File: src/rtl/ctrl_pipe_pkg.sv
// Shared definitions for the control-bundle pipeline: branch codes, stage
// indices, the per-cycle E-stage action and the bubble encoding.
package ctrl_pipe_pkg;

    // Branch codes: 0 = no branch, then eq/slt alternate per comparator pair
    localparam int BR_NONE = 0;
    localparam int BR_EQ0  = 1;
    localparam int BR_SLT0 = 2;

    // Stage indices within ctrl_o / valid_o
    localparam int STG_E = 0;
    localparam int STG_M = 1;
    localparam int STG_W = 2;

    // A bubble carries an all-zero bundle and this valid value
    localparam logic BUBBLE_VLD = 1'b0;

    // What E does this cycle (reset is handled separately, above all of these)
    typedef enum logic [1:0] {
        ACT_ADV   = 2'd0,
        ACT_FLUSH = 2'd1,
        ACT_STALL = 2'd2
    } e_act_t;

    // Busy/hold outranks flush; a flush raised while E is stalled is dropped
    function automatic e_act_t e_action(input logic busy, input logic hold, input logic flush);
        e_act_t act;
        if (busy || hold) begin
            act = ACT_STALL;
        end else if (flush) begin
            act = ACT_FLUSH;
        end else begin
            act = ACT_ADV;
        end
        return act;
    endfunction

endpackage

File: src/rtl/ex_latency_counter.sv
// Counts the extra execute cycles of the op sitting in E. Loads the op's
// latency when it enters E, otherwise counts down to zero.
module ex_latency_counter #(
    parameter int unsigned LAT_W = 3
) (
    input  logic             clk,
    input  logic             reset,
    input  logic             load_en,
    input  logic [LAT_W-1:0] load_val,
    output logic             busy_o
);

    logic [LAT_W-1:0] cnt_d;
    logic [LAT_W-1:0] cnt_q;

    // Next count: decrement while busy, else load on entry, else idle at zero
    always_comb begin
        cnt_d = {LAT_W{1'b0}};
        if (cnt_q != {LAT_W{1'b0}}) begin
            cnt_d = cnt_q - LAT_W'(1);
        end else if (load_en) begin
            cnt_d = load_val;
        end else begin
            cnt_d = {LAT_W{1'b0}};
        end
    end

    // Count register with synchronous reset
    always_ff @(posedge clk) begin
        if (reset) begin
            cnt_q <= {LAT_W{1'b0}};
        end else begin
            cnt_q <= cnt_d;
        end
    end

    assign busy_o = (cnt_q != {LAT_W{1'b0}});

endmodule

File: src/rtl/ctrl_pipe_stage_chain.sv
// Control-bundle pipeline from D through NSTAGE registered stages with flush,
// external hold and multi-cycle execute stall, plus D-stage branch resolution.
module ctrl_pipe_stage_chain
    import ctrl_pipe_pkg::*;
#(
    parameter int unsigned CTRL_W = 32,
    parameter int unsigned NSTAGE = 3,
    parameter int unsigned LAT_W  = 3,
    parameter int unsigned NCMP   = 2,
    parameter int unsigned BR_W   = 3
) (
    input  logic                     clk,
    input  logic                     reset,
    input  logic [CTRL_W-1:0]        ctrl_d,
    input  logic                     valid_d,
    input  logic [LAT_W-1:0]         lat_d,
    input  logic                     flush_e,
    input  logic                     hold_e,
    input  logic [BR_W-1:0]          branch_d,
    input  logic [NCMP-1:0]          cmp_eq,
    input  logic [NCMP-1:0]          cmp_slt,
    output logic [NSTAGE*CTRL_W-1:0] ctrl_o,
    output logic [NSTAGE-1:0]        valid_o,
    output logic                     stall_o,
    output logic                     pcsrc_d
);

    // Branch mux: code c selects cmp_eq[k] (odd c) or cmp_slt[k] (even c), k=(c-1)>>1
    function automatic logic branch_sel(input logic [BR_W-1:0] code,
                                        input logic [NCMP-1:0] eq,
                                        input logic [NCMP-1:0] slt);
        logic taken;
        taken = 1'b0;
        for (int k = 0; k < int'(NCMP); k++) begin
            if (code == BR_W'(BR_EQ0 + 2 * k)) begin
                taken = eq[k];
            end else if (code == BR_W'(BR_SLT0 + 2 * k)) begin
                taken = slt[k];
            end else begin
                taken = taken;
            end
        end
        if (code == BR_W'(BR_NONE)) begin
            taken = 1'b0;
        end else begin
            taken = taken;
        end
        return taken;
    endfunction

    logic [NSTAGE-1:0][CTRL_W-1:0] stg_ctrl_d;
    logic [NSTAGE-1:0][CTRL_W-1:0] stg_ctrl_q;
    logic [NSTAGE-1:0]             stg_vld_d;
    logic [NSTAGE-1:0]             stg_vld_q;
    logic                          busy_s;
    logic                          load_en_s;
    e_act_t                        act_s;

    // Decide this cycle's E action and whether a real op enters E
    always_comb begin
        act_s     = e_action(busy_s, hold_e, flush_e);
        load_en_s = 1'b0;
        if (act_s == ACT_ADV) begin
            load_en_s = valid_d;
        end else begin
            load_en_s = 1'b0;
        end
    end

    ex_latency_counter #(
        .LAT_W (LAT_W)
    ) u_lat_cnt (
        .clk      (clk),
        .reset    (reset),
        .load_en  (load_en_s),
        .load_val (lat_d),
        .busy_o   (busy_s)
    );

    for (genvar i = 0; i < int'(NSTAGE); i++) begin : g_stage
        if (i == STG_E) begin : g_e
            // E: keep while stalled, bubble on flush, otherwise take the D bundle
            always_comb begin
                stg_ctrl_d[i] = stg_ctrl_q[i];
                stg_vld_d[i]  = stg_vld_q[i];
                case (act_s)
                    ACT_STALL: begin
                        stg_ctrl_d[i] = stg_ctrl_q[i];
                        stg_vld_d[i]  = stg_vld_q[i];
                    end
                    ACT_FLUSH: begin
                        stg_ctrl_d[i] = {CTRL_W{1'b0}};
                        stg_vld_d[i]  = BUBBLE_VLD;
                    end
                    ACT_ADV: begin
                        stg_ctrl_d[i] = ctrl_d;
                        stg_vld_d[i]  = valid_d;
                    end
                    default: begin
                        stg_ctrl_d[i] = {CTRL_W{1'b0}};
                        stg_vld_d[i]  = BUBBLE_VLD;
                    end
                endcase
            end
        end else if (i == STG_M) begin : g_m
            // M: bubble while E is stalled, otherwise take E
            always_comb begin
                stg_ctrl_d[i] = stg_ctrl_q[i-1];
                stg_vld_d[i]  = stg_vld_q[i-1];
                if (act_s == ACT_STALL) begin
                    stg_ctrl_d[i] = {CTRL_W{1'b0}};
                    stg_vld_d[i]  = BUBBLE_VLD;
                end else begin
                    stg_ctrl_d[i] = stg_ctrl_q[i-1];
                    stg_vld_d[i]  = stg_vld_q[i-1];
                end
            end
        end else begin : g_late
            // W and later: always advance from the previous stage
            always_comb begin
                stg_ctrl_d[i] = stg_ctrl_q[i-1];
                stg_vld_d[i]  = stg_vld_q[i-1];
            end
        end

        // Stage register with synchronous reset to a bubble
        always_ff @(posedge clk) begin
            if (reset) begin
                stg_ctrl_q[i] <= {CTRL_W{1'b0}};
                stg_vld_q[i]  <= BUBBLE_VLD;
            end else begin
                stg_ctrl_q[i] <= stg_ctrl_d[i];
                stg_vld_q[i]  <= stg_vld_d[i];
            end
        end
    end

    assign ctrl_o  = stg_ctrl_q;
    assign valid_o = stg_vld_q;
    assign stall_o = !reset && (busy_s || hold_e);
    assign pcsrc_d = branch_sel(branch_d, cmp_eq, cmp_slt);

endmodule

File: config.mk
export PLATFORM = sky130hd
export DESIGN_NAME = ctrl_pipe_stage_chain
export DESIGN_NICKNAME = d
export VERILOG_FILES = /design/src/rtl/ctrl_pipe_pkg.sv /design/src/rtl/ex_latency_counter.sv /design/src/rtl/ctrl_pipe_stage_chain.sv
export SDC_FILE = /design/constraint.sdc
export NUM_CORES = 1
export LEC_CHECK = 0
export CORE_ASPECT_RATIO = 2
export CORE_MARGIN = 1.5
export CORE_UTILIZATION = 25
export DETAILED_ROUTE_END_ITERATION = 10
export DONT_BUFFER_PORTS = 1
export PLACE_DENSITY = 0.39
export SLEW_MARGIN = 20
export SYNTH_ARGS = -nofsm -noshare
export SYNTH_HDL_FRONTEND = slang
export SYNTH_SLANG_ARGS = --single-unit
File: constraint.sdc
create_clock -name clk -period 2 [get_ports clk]
set_input_delay 0 -clock clk [delete_from_list [all_inputs] [get_ports clk]]
set_output_delay 0 -clock clk [all_outputs]
set_load 0.005 [all_outputs]
### Yosys cells after proc, flatten, opt, wreduce, memory -nomap -nowiden

Cells that the tools add are included.

| word-level totals | value |
|---|---|
| register bits after elaboration | 102 |
| input port bits | 47 |
| output and inout bits | 101 |
| word-level logic and storage cells | 32 |

| operators by class | value |
|---|---|
| add/sub/neg operators | 1 |
| equality and inequality tests | 5 |
| mux-type cells | 12 |
| reduce and logical (&&, ||, !) cells | 7 |

Operator list:

| operator | number |
|---|---|
| $pmux W32 S2 | 1 |
| $mux W1 | 7 |
| $eq A3 B2 Y1 const B | 2 |
| $mux W3 | 2 |
| $eq A3 B1 Y1 const B | 1 |
| $eq A3 B3 Y1 const B | 1 |
| $logic_not A3 Y1 | 1 |
| $reduce_bool A3 Y1 | 1 |
| $sub A3 B1 Y3 const B | 1 |
| $eq A2 B2 Y1 const B | 1 |
| $logic_not A2 Y1 | 1 |
| $mux W2 | 1 |
| $pmux W1 S2 | 1 |
| $reduce_or A2 Y1 | 1 |
| $logic_and A1 B1 Y1 | 1 |
| $logic_not A1 Y1 | 1 |
| $logic_or A1 B1 Y1 | 1 |

### Depth between registers and ports, before layout

Gate-level depths: netlist of the first run.

| depth | value |
|---|---|
| word-level depth | 7 |
| gate-level depth with buffers | 6 |
| mapped depth without buffers | 5 |

### Hierarchy

A second synthesis of the first run with hierarchy kept.

| second synthesis, totals | value |
|---|---|
| cells, all modules | 275 |
| area, all modules | 3266.9 um2 |

Modules (own cells, without submodules):

| module | times used | cells each | area an instance (um2) | seq. area each (um2) |
|---|---|---|---|---|
| ctrl_pipe_stage_chain | 1 | 256 | 3095.5 | 1981.9 |
| ex_latency_counter | 1 | 19 | 171.4 | 60.1 |

### Least setup slack after synthesis of the first run

Ideal clock, no wire load.

| timing path | value |
|---|---|
| path kind | flip-flop to flip-flop |
| start | register u_lat_cnt.cnt_q[0] |
| end | register stg_ctrl_q (netlist bit ctrl_o[0]) |
| setup time | 0.057 ns |
| arrival time | 1.337 ns |
| required time | 1.943 ns |
| path slack | 0.606 ns |
| cell stages (with the launch flop) | 7 |
| buffers on the path | 1 |
| path through | dfxtp_1 inv_1 ha_1 nor3b_2 nor3b_4 buf_6 a22o_2 |

| between the ends | value |
|---|---|
| word-level cells in the longest chain between the ends | 5 |
| elaborated cells between the ends (all ways) | 6 |

Ends and longest elaborated chain:

| what | RTL line | source |
|---|---|---|
| from (decl) | ex_latency_counter.sv:14 | `logic [LAT_W-1:0] cnt_q;` |
| from (signal assigned) | ex_latency_counter.sv:31 | `cnt_q <= {LAT_W{1'b0}};` |
| from (signal assigned) | ex_latency_counter.sv:33 | `cnt_q <= cnt_d;` |
| $reduce_bool A3 Y1 (*) | ex_latency_counter.sv:37 | `assign busy_o = (cnt_q != {LAT_W{1'b0}});` |
| $logic_or A1 B1 Y1 (*) | ctrl_pipe_pkg.sv:28 | `if (busy \|\| hold) begin` |
| $mux W2 (*) | ctrl_pipe_pkg.sv:28 |  |
| $eq A2 B2 Y1 / $logic_not A2 Y1 (equally long branches) | ctrl_pipe_stage_chain.sv:86 | `case (act_s)` |
| $pmux W32 S2 | ctrl_pipe_stage_chain.sv:86 |  |
| to (signal, indexed assignment) | ctrl_pipe_stage_chain.sv:129 | `stg_ctrl_q[i] <= {CTRL_W{1'b0}};` |
| to (signal, indexed assignment) | ctrl_pipe_stage_chain.sv:132 | `stg_ctrl_q[i] <= stg_ctrl_d[i];` |
| to (decl) | ctrl_pipe_stage_chain.sv:52 | `logic [NSTAGE-1:0][CTRL_W-1:0] stg_ctrl_q;` |

Mark *: on every way between the ends. The rest lies on a longest branch, timed or not.
A chain may end at the register's enable or synchronous reset.

### Worst setup path after layout of the first run

| timing path | value |
|---|---|
| start | register u_lat_cnt.cnt_q[0] |
| end | register stg_ctrl_q (netlist bit ctrl_o[20]) |

Same word-level chain as after synthesis.

==> results of run 1 <==
## cells in the final DEF, fill, tap and decap left out, types with 2 or more instances in the layout
cell type and n:
a21o_1 3, a21oi_1 2, a22o_1 2, a22o_2 30
and2_1 33, and3b_1 2, buf_12 2, buf_4 4
clkbuf_16 9, clkinv_4 3, dfxtp_1 102, diode_2 3
dlygate4sd3_1 38, ha_1 2, inv_1 3, inv_8 2
nor2b_1 34, nor3_1 2, o21ai_0 2
## worst register-to-register path, stage by stage (launching register included)
cell and delay (ns):
dfxtp_1 0.31, inv_1 0.07, ha_1 0.21, nor3b_2 0.28, nor3b_4 0.24, buf_4 0.26, a22o_2 0.18
## cell families (layout without fill, tap and decap cells)
logic type                 count (synthesis)  in the layout  share of synthesized area
adders and majority gates                  2              2                    0.00757
other                                      0              3                          0
AOI/OAI and AO/OA                         41             41                      0.114
DFF                                      102            102                      0.618
buffers and inverters                     48             63                      0.101
and+or+nand+nor                           78             78                      0.160
## Yosys cell counts, drive strengths merged (2+ instances only)
cell,count,area [sq um]
a21oi,2,10.0
and3b,2,17.5
o21ai,2,10.0
buf,39,300
inv,3,11.3
nor2b,34,213
and2,33,206
dfxtp,102,2040
ha,2,25.0
nor3b,3,38.8
nor3,2,10.0
a22o,32,318
clkbuf,6,22.5
a21o,3,22.5
## routing by layer
layer | vias to the layer above | global-route usage | wire length, um | part of all wire
met3 | 11 | 0.0433 | 572 | 0.077
met1 | 881 | 0.0950 | 2530 | 0.34
met5 | - | 0 | 0 | 0
met4 | 0 | 0.0577 | 170 | 0.023
met2 | 86 | 0.203 | 4160 | 0.56
li1 | 890 | - | - | -
## layout make-up
class,instances,area share
sequential,102,0.520
multi-input combinational,121,0.238
timing repair buffer,44,0.115
clock buffer,10,0.0608
tap,152,0.0484
clock inverter,6,0.0137
inverter,3,0.00287
antenna,3,0.00191
## state kept, by name (all words and copies together), names as in the netlist
register and count:
u_lat_cnt.cnt_q 3, ctrl_o 96, valid_o 3
## how the worst max path moves through the flow
stage | from | endpoint | slack, ns | depth (start not counted)
finish | u_lat_cnt.cnt_q[0] | ctrl_o[20] | 0.40 | 6
global route | u_lat_cnt.cnt_q[1] | ctrl_o[19] | 0.26 | 6
CTS | u_lat_cnt.cnt_q[0] | ctrl_o[20] | 0.38 | 6
detailed placement | u_lat_cnt.cnt_q[0] | ctrl_o[18] | 0.40 | 6
global placement | u_lat_cnt.cnt_q[0] | ctrl_o[19] | 0.43 | 6
floorplan | u_lat_cnt.cnt_q[0] | ctrl_o[0] | 0.61 | 6
## per-stage QoR
step	utilization	setup WS [ns]	hold slack, ns	instances
4_1_cts	0.302	0.375	0.0198	438
5_1_grt	0.302	0.258	0.0334	441
3_5_place_dp	0.248	0.398	0.0780	383
6_report	0.302	0.397	0.0330	441
3_3_place_gp	0.248	0.433	0.0790	383
2_1_floorplan	-	0.606	0.110	271
## report_power, final
part	internal, mW	switching, mW
sequential	2.18	0.140
combinational	0.299	0.279
clock	0.900	0.787
total	3.38	1.21
==> results.py, run 1 <==
metrics = {
    "run_status": {
        "outcome": "complete, no violations",
    },
    "power_and_ir_drop": {
        "fin_total_pwr_mw": 4.59,
        "power_density_mw_per_mm2": 1170,
        "leakagePower_nw": 1.58,
        "ir_worst_vdd_mv": 0.540,
    },
    "yosys": {
        "ys_types": 25,
        "synth_ff_type": "dfxtp_1",
        "synth.avg_cell_area_sq_um": 12.2,
        "syn_area_sq_mm": 0.00331,
        "synth_fp_nets": 320,
        "async_reset_ff_frac": 0,
        "synth-seq-area-share": 0.618,
        "yosysWarnings": 0,
        "synthCells": 271,
        "synth_edf_count": 0,
        "ys_ff_latch": 102,
    },
    "worst_setup_path": {
        "worstSetupStartpointType": "flop",
        "crit_arrival_ns": 1.89,
        "rr_startpoint": "u_lat_cnt.cnt_q[0]",
        "path_buf_inv": 2,
        "critPathCaptureType": "flop",
        "r2r_cells": 6,
        "max_stage_delay_ns": 0.31,
        "cpMaxStageDelayCell": "dfxtp_1",
        "r2r_end": "ctrl_o[20]",
        "crit_type": "flop to flop",
        "crit_path_cell_trace": "inv_1, ha_1, nor3b_2, nor3b_4, buf_4, a22o_2",
        "r2r_setup_slack_ns": 0.40,
        "critical_path.top_delay_family": "simple AND/OR/NAND/NOR gates",
        "worstPathMaxFanout": 17,
        "worstPathRequired_ns": 2.29,
    },
    "grt": {
        "grt_max_degree": 37,
        "grt.overflow.total": 0,
        "grt_first_pass_wirelength_um": 11200,
        "grt_use_total": 0.108,
        "grt_antenna_before_repair": 3,
        "grt_pass1_vias": 1968,
    },
    "route": {
        "wl_um": 7430,
        "viasPerCell": 4.24,
        "drtPass1Iterations": 4,
        "wl_per_cell_um": 16.9,
        "drcViolationCount": 0,
        "ant_nets": 0,
        "first_iter_violations": 47,
        "vias": 1868,
    },
    "placement": {
        "dpl_cell_area_sq_mm": 0.00323,
        "place.gp.congestion": 0.700,
        "numPortBuffers": 0,
        "dp_hpwl_um": 5190,
    },
    "cells_and_area": {
        "nets": 330,
        "drive_gt1_frac": 0.199,
        "final_cell_area_sq_mm": 0.00393,
        "nFillCells": 1329,
        "multi_input_area_sq_um": 935,
        "area.growth.synth_to_final_pct": 18.8,
        "ff_latch_area_sq_mm": 0.00204,
    },
    "clock_network": {
        "clk_pin_slew_ns": 0.07,
        "root_buffer": "clkbuf_16",
        "cts.sink_count": 102,
        "cts_hold_buf": 39,
        "cts_max_level": 3,
        "cts_buffers": 9,
        "post-cts-setup-buffers": 0,
        "cts_resized": 0,
        "clockBufferDepth": 2,
        "clkLatencyLatePin_ns": 0.34,
        "cts_tree": "built",
    },
    "timing": {
        "fin_skew_ns": 0.00729,
        "fin_crit_sh": 0.802,
        "setup_tns_ns": 0,
        "finalSetupViolCount": 0,
        "hold_viol_final": 0,
        "slew_viol_final": 0,
        "max_clock_freq_mhz": 624,
        "maxSlewHeadroom": 0.824,
        "tightest_slew_ns": 0.263,
        "rsz0062_at_grt": "no",
        "period_needed_ns": 1.60,
    },
    "floorplanning": {
        "die_area_sq_mm": 0.0140,
        "die_x_um": 84.3,
        "pin_count": 148,
        "fp.coreArea_sq_mm": 0.0130,
        "start_util": 0.254,
        "die_y_um": 166,
        "num_rows": 59,
    },
    "worst_hold_path": {
        "hold_class": "primary input to flop",
        "min_from": "flush_e",
        "hold_path_end": "u_lat_cnt.cnt_q[2]",
        "min_path_cells": 2,
    },
    "job": {
        "drv_cap": 0,
    },
}
Note: power is estimated with default switching activity, not from simulation.
==> run 2: changes to the inputs <==
==> constraint.sdc (replaced) <==
create_clock -name clk -period 1.5 [get_ports clk]
set_input_delay 0 -clock clk [delete_from_list [all_inputs] [get_ports clk]]
set_output_delay 0 -clock clk [all_outputs]
set_load 0.005 [all_outputs]
==> results.py, run 2 (synthesis results as in run 1) <==
metrics = {
    "power_and_ir_drop": {
        "ir_worst_vdd_mv": 0.681,
        "power_density_mw_per_mm2": 1610,
        "leakagePower_nw": 1.66,
        "fin_total_pwr_mw": 6.62,
    },
    "worst_setup_path": {
        "worstPathMaxFanout": 9,
        "r2r_cells": 6,
        "rr_startpoint": "u_lat_cnt.cnt_q[1]",
        "r2r_setup_slack_ns": 0.01,
        "critPathCaptureType": "flop",
        "crit_arrival_ns": 1.72,
        "r2r_end": "ctrl_o[29]",
        "worstSetupStartpointType": "flop",
        "crit_type": "flop to flop",
        "worstPathRequired_ns": 1.74,
    },
    "timing": {
        "period_needed_ns": 1.49,
        "tightest_slew_ns": 0.367,
        "rsz0062_at_grt": "yes",
        "hold_slack_ns": 0.0158,
        "setup_tns_ns": 0,
        "fin_crit_sh": 0.991,
        "hold_viol_final": 0,
        "maxSlewHeadroom": 0.754,
        "fin_skew_ns": 0.00617,
        "finalSetupViolCount": 0,
        "max_clock_freq_mhz": 673,
        "slew_viol_final": 0,
    },
    "grt": {
        "grt_pass1_vias": 1994,
        "grt_use_total": 0.117,
        "grt_first_pass_wirelength_um": 12000,
        "grt.overflow.total": 0,
        "grt_max_degree": 37,
        "grt_antenna_before_repair": 1,
    },
    "cells_and_area": {
        "largest_register_ffs": 96,
        "area.growth.synth_to_final_pct": 24.3,
        "drive_gt1_frac": 0.243,
        "final_cell_mix": "dfxtp_1, dlygate4sd3_1, nor2b_1",
        "nets": 336,
        "final_common_cell": "dfxtp_1",
        "final_core_util": 0.316,
    },
    "floorplanning": {
        "die_x_um": 84.3,
        "die_y_um": 166,
        "num_rows": 59,
        "pin_count": 148,
        "start_util": 0.254,
        "die_area_sq_mm": 0.0140,
        "fp.coreArea_sq_mm": 0.0130,
    },
    "run_status": {
        "outcome": "complete, no violations",
    },
    "worst_hold_path": {
        "hold_class": "primary input to flop",
        "min_path_cells": 2,
        "min_from": "valid_d",
        "hold_path_end": "valid_o[0]",
    },
    "clock_network": {
        "cts.sink_count": 102,
        "clockBufferDepth": 2,
        "clk_pin_slew_ns": 0.07,
        "root_buffer": "clkbuf_16",
        "cts_buffers": 9,
        "cts_tree": "built",
        "clkLatencyLatePin_ns": 0.34,
        "cts_max_level": 3,
    },
    "placement": {
        "place.gp.congestion": 0.715,
        "numPortBuffers": 0,
        "dp_hpwl_um": 5320,
    },
    "route": {
        "ant_nets": 0,
        "wl_um": 7920,
        "viasPerCell": 4.15,
        "vias": 1847,
        "wl_per_cell_um": 17.8,
        "first_iter_violations": 56,
        "drcViolationCount": 0,
        "drtPass1Iterations": 4,
    },
    "job": {
        "drv_cap": 0,
    },
}
==> run 2: cell count changes in the layout (fill, tap and decap cells not counted), sizes merged <==
cell         delta
buf             +5
bufbuf          +2
diode           -2
dlygate4sd3     -1
bufinv          +1
clkinv          -2
clkinvlp        +1
==> run 2: area by class of cell <==
type                    count  area [sq um]
diodes                      1          2.50
clock buffers              10           239
clock inverters             6          77.6
fillers                  1334          8880
inverters                   3          11.3
multi-input cells         121           968
flip-flops and latches    102          2040
well taps                 152           190
repair buffers             50           574
==> run 2: worst max-delay path by stage <==
| stage | from | endpoint | slack (ns) | cells after the start |
|---|---|---|---|---|
| 2_1_floorplan | u_lat_cnt.cnt_q[0] | ctrl_o[0] | 0.11 | 6 |
| 3_5_place_dp | u_lat_cnt.cnt_q[0] | ctrl_o[24] | -0.01 | 6 |
| 5_1_grt | u_lat_cnt.cnt_q[1] | ctrl_o[29] | -0.08 | 6 |
| 3_3_place_gp | u_lat_cnt.cnt_q[0] | ctrl_o[19] | 0.02 | 6 |
| 4_1_cts | u_lat_cnt.cnt_q[1] | ctrl_o[29] | -0.02 | 6 |
| 6_report | u_lat_cnt.cnt_q[1] | ctrl_o[29] | 0.01 | 6 |
==> run 2: critical path, cell delays in order, from the launching register on <==
cell	delay, ns
dfxtp_2	0.32
inv_2	0.07
ha_4	0.13
nor3b_4	0.23
nor2_4	0.09
bufbuf_16	0.29
a22o_2	0.25
==> run 2: metrics by stage <==
step | cell area, sq um | setup WS [ns] | std cells
after floorplan | 3310 | 0.106 | 271
after global placement | 3260 | 0.0192 | 386
after detailed placement | 3260 | -0.0141 | 386
after CTS | 4070 | -0.0241 | 443
after global routing | 4110 | -0.0844 | 445
final | 4110 | 0.0132 | 445
==> run 2: per-layer routing <==
| layer | GRT usage | wire length [um] | vias to the layer above |
|---|---|---|---|
| li1 | - | - | 893 |
| met1 | 0.110 | 2760 | 864 |
| met2 | 0.217 | 4460 | 83 |
| met3 | 0.0478 | 558 | 7 |
| met4 | 0.0492 | 141 | 0 |
| met5 | 0 | 0 | - |
==> run 2: where the power goes <==
group	leakage (nW)	switching, mW	internal [mW]
clock	0.153	1.07	1.37
sequential	0.826	0.193	2.92
combinational	0.682	0.441	0.630
==> run 2: timing repair <==
item | in CTS | in global routing
hold buffers | 38 | 0
buffers inserted | 2 | 1
hold endpoints to repair | 68 | 0
cloned | 2 | 0
gates resized for setup | 9 | 6
pin swaps | 2 | 4
endpoints found under the setup margin | 32 | 55
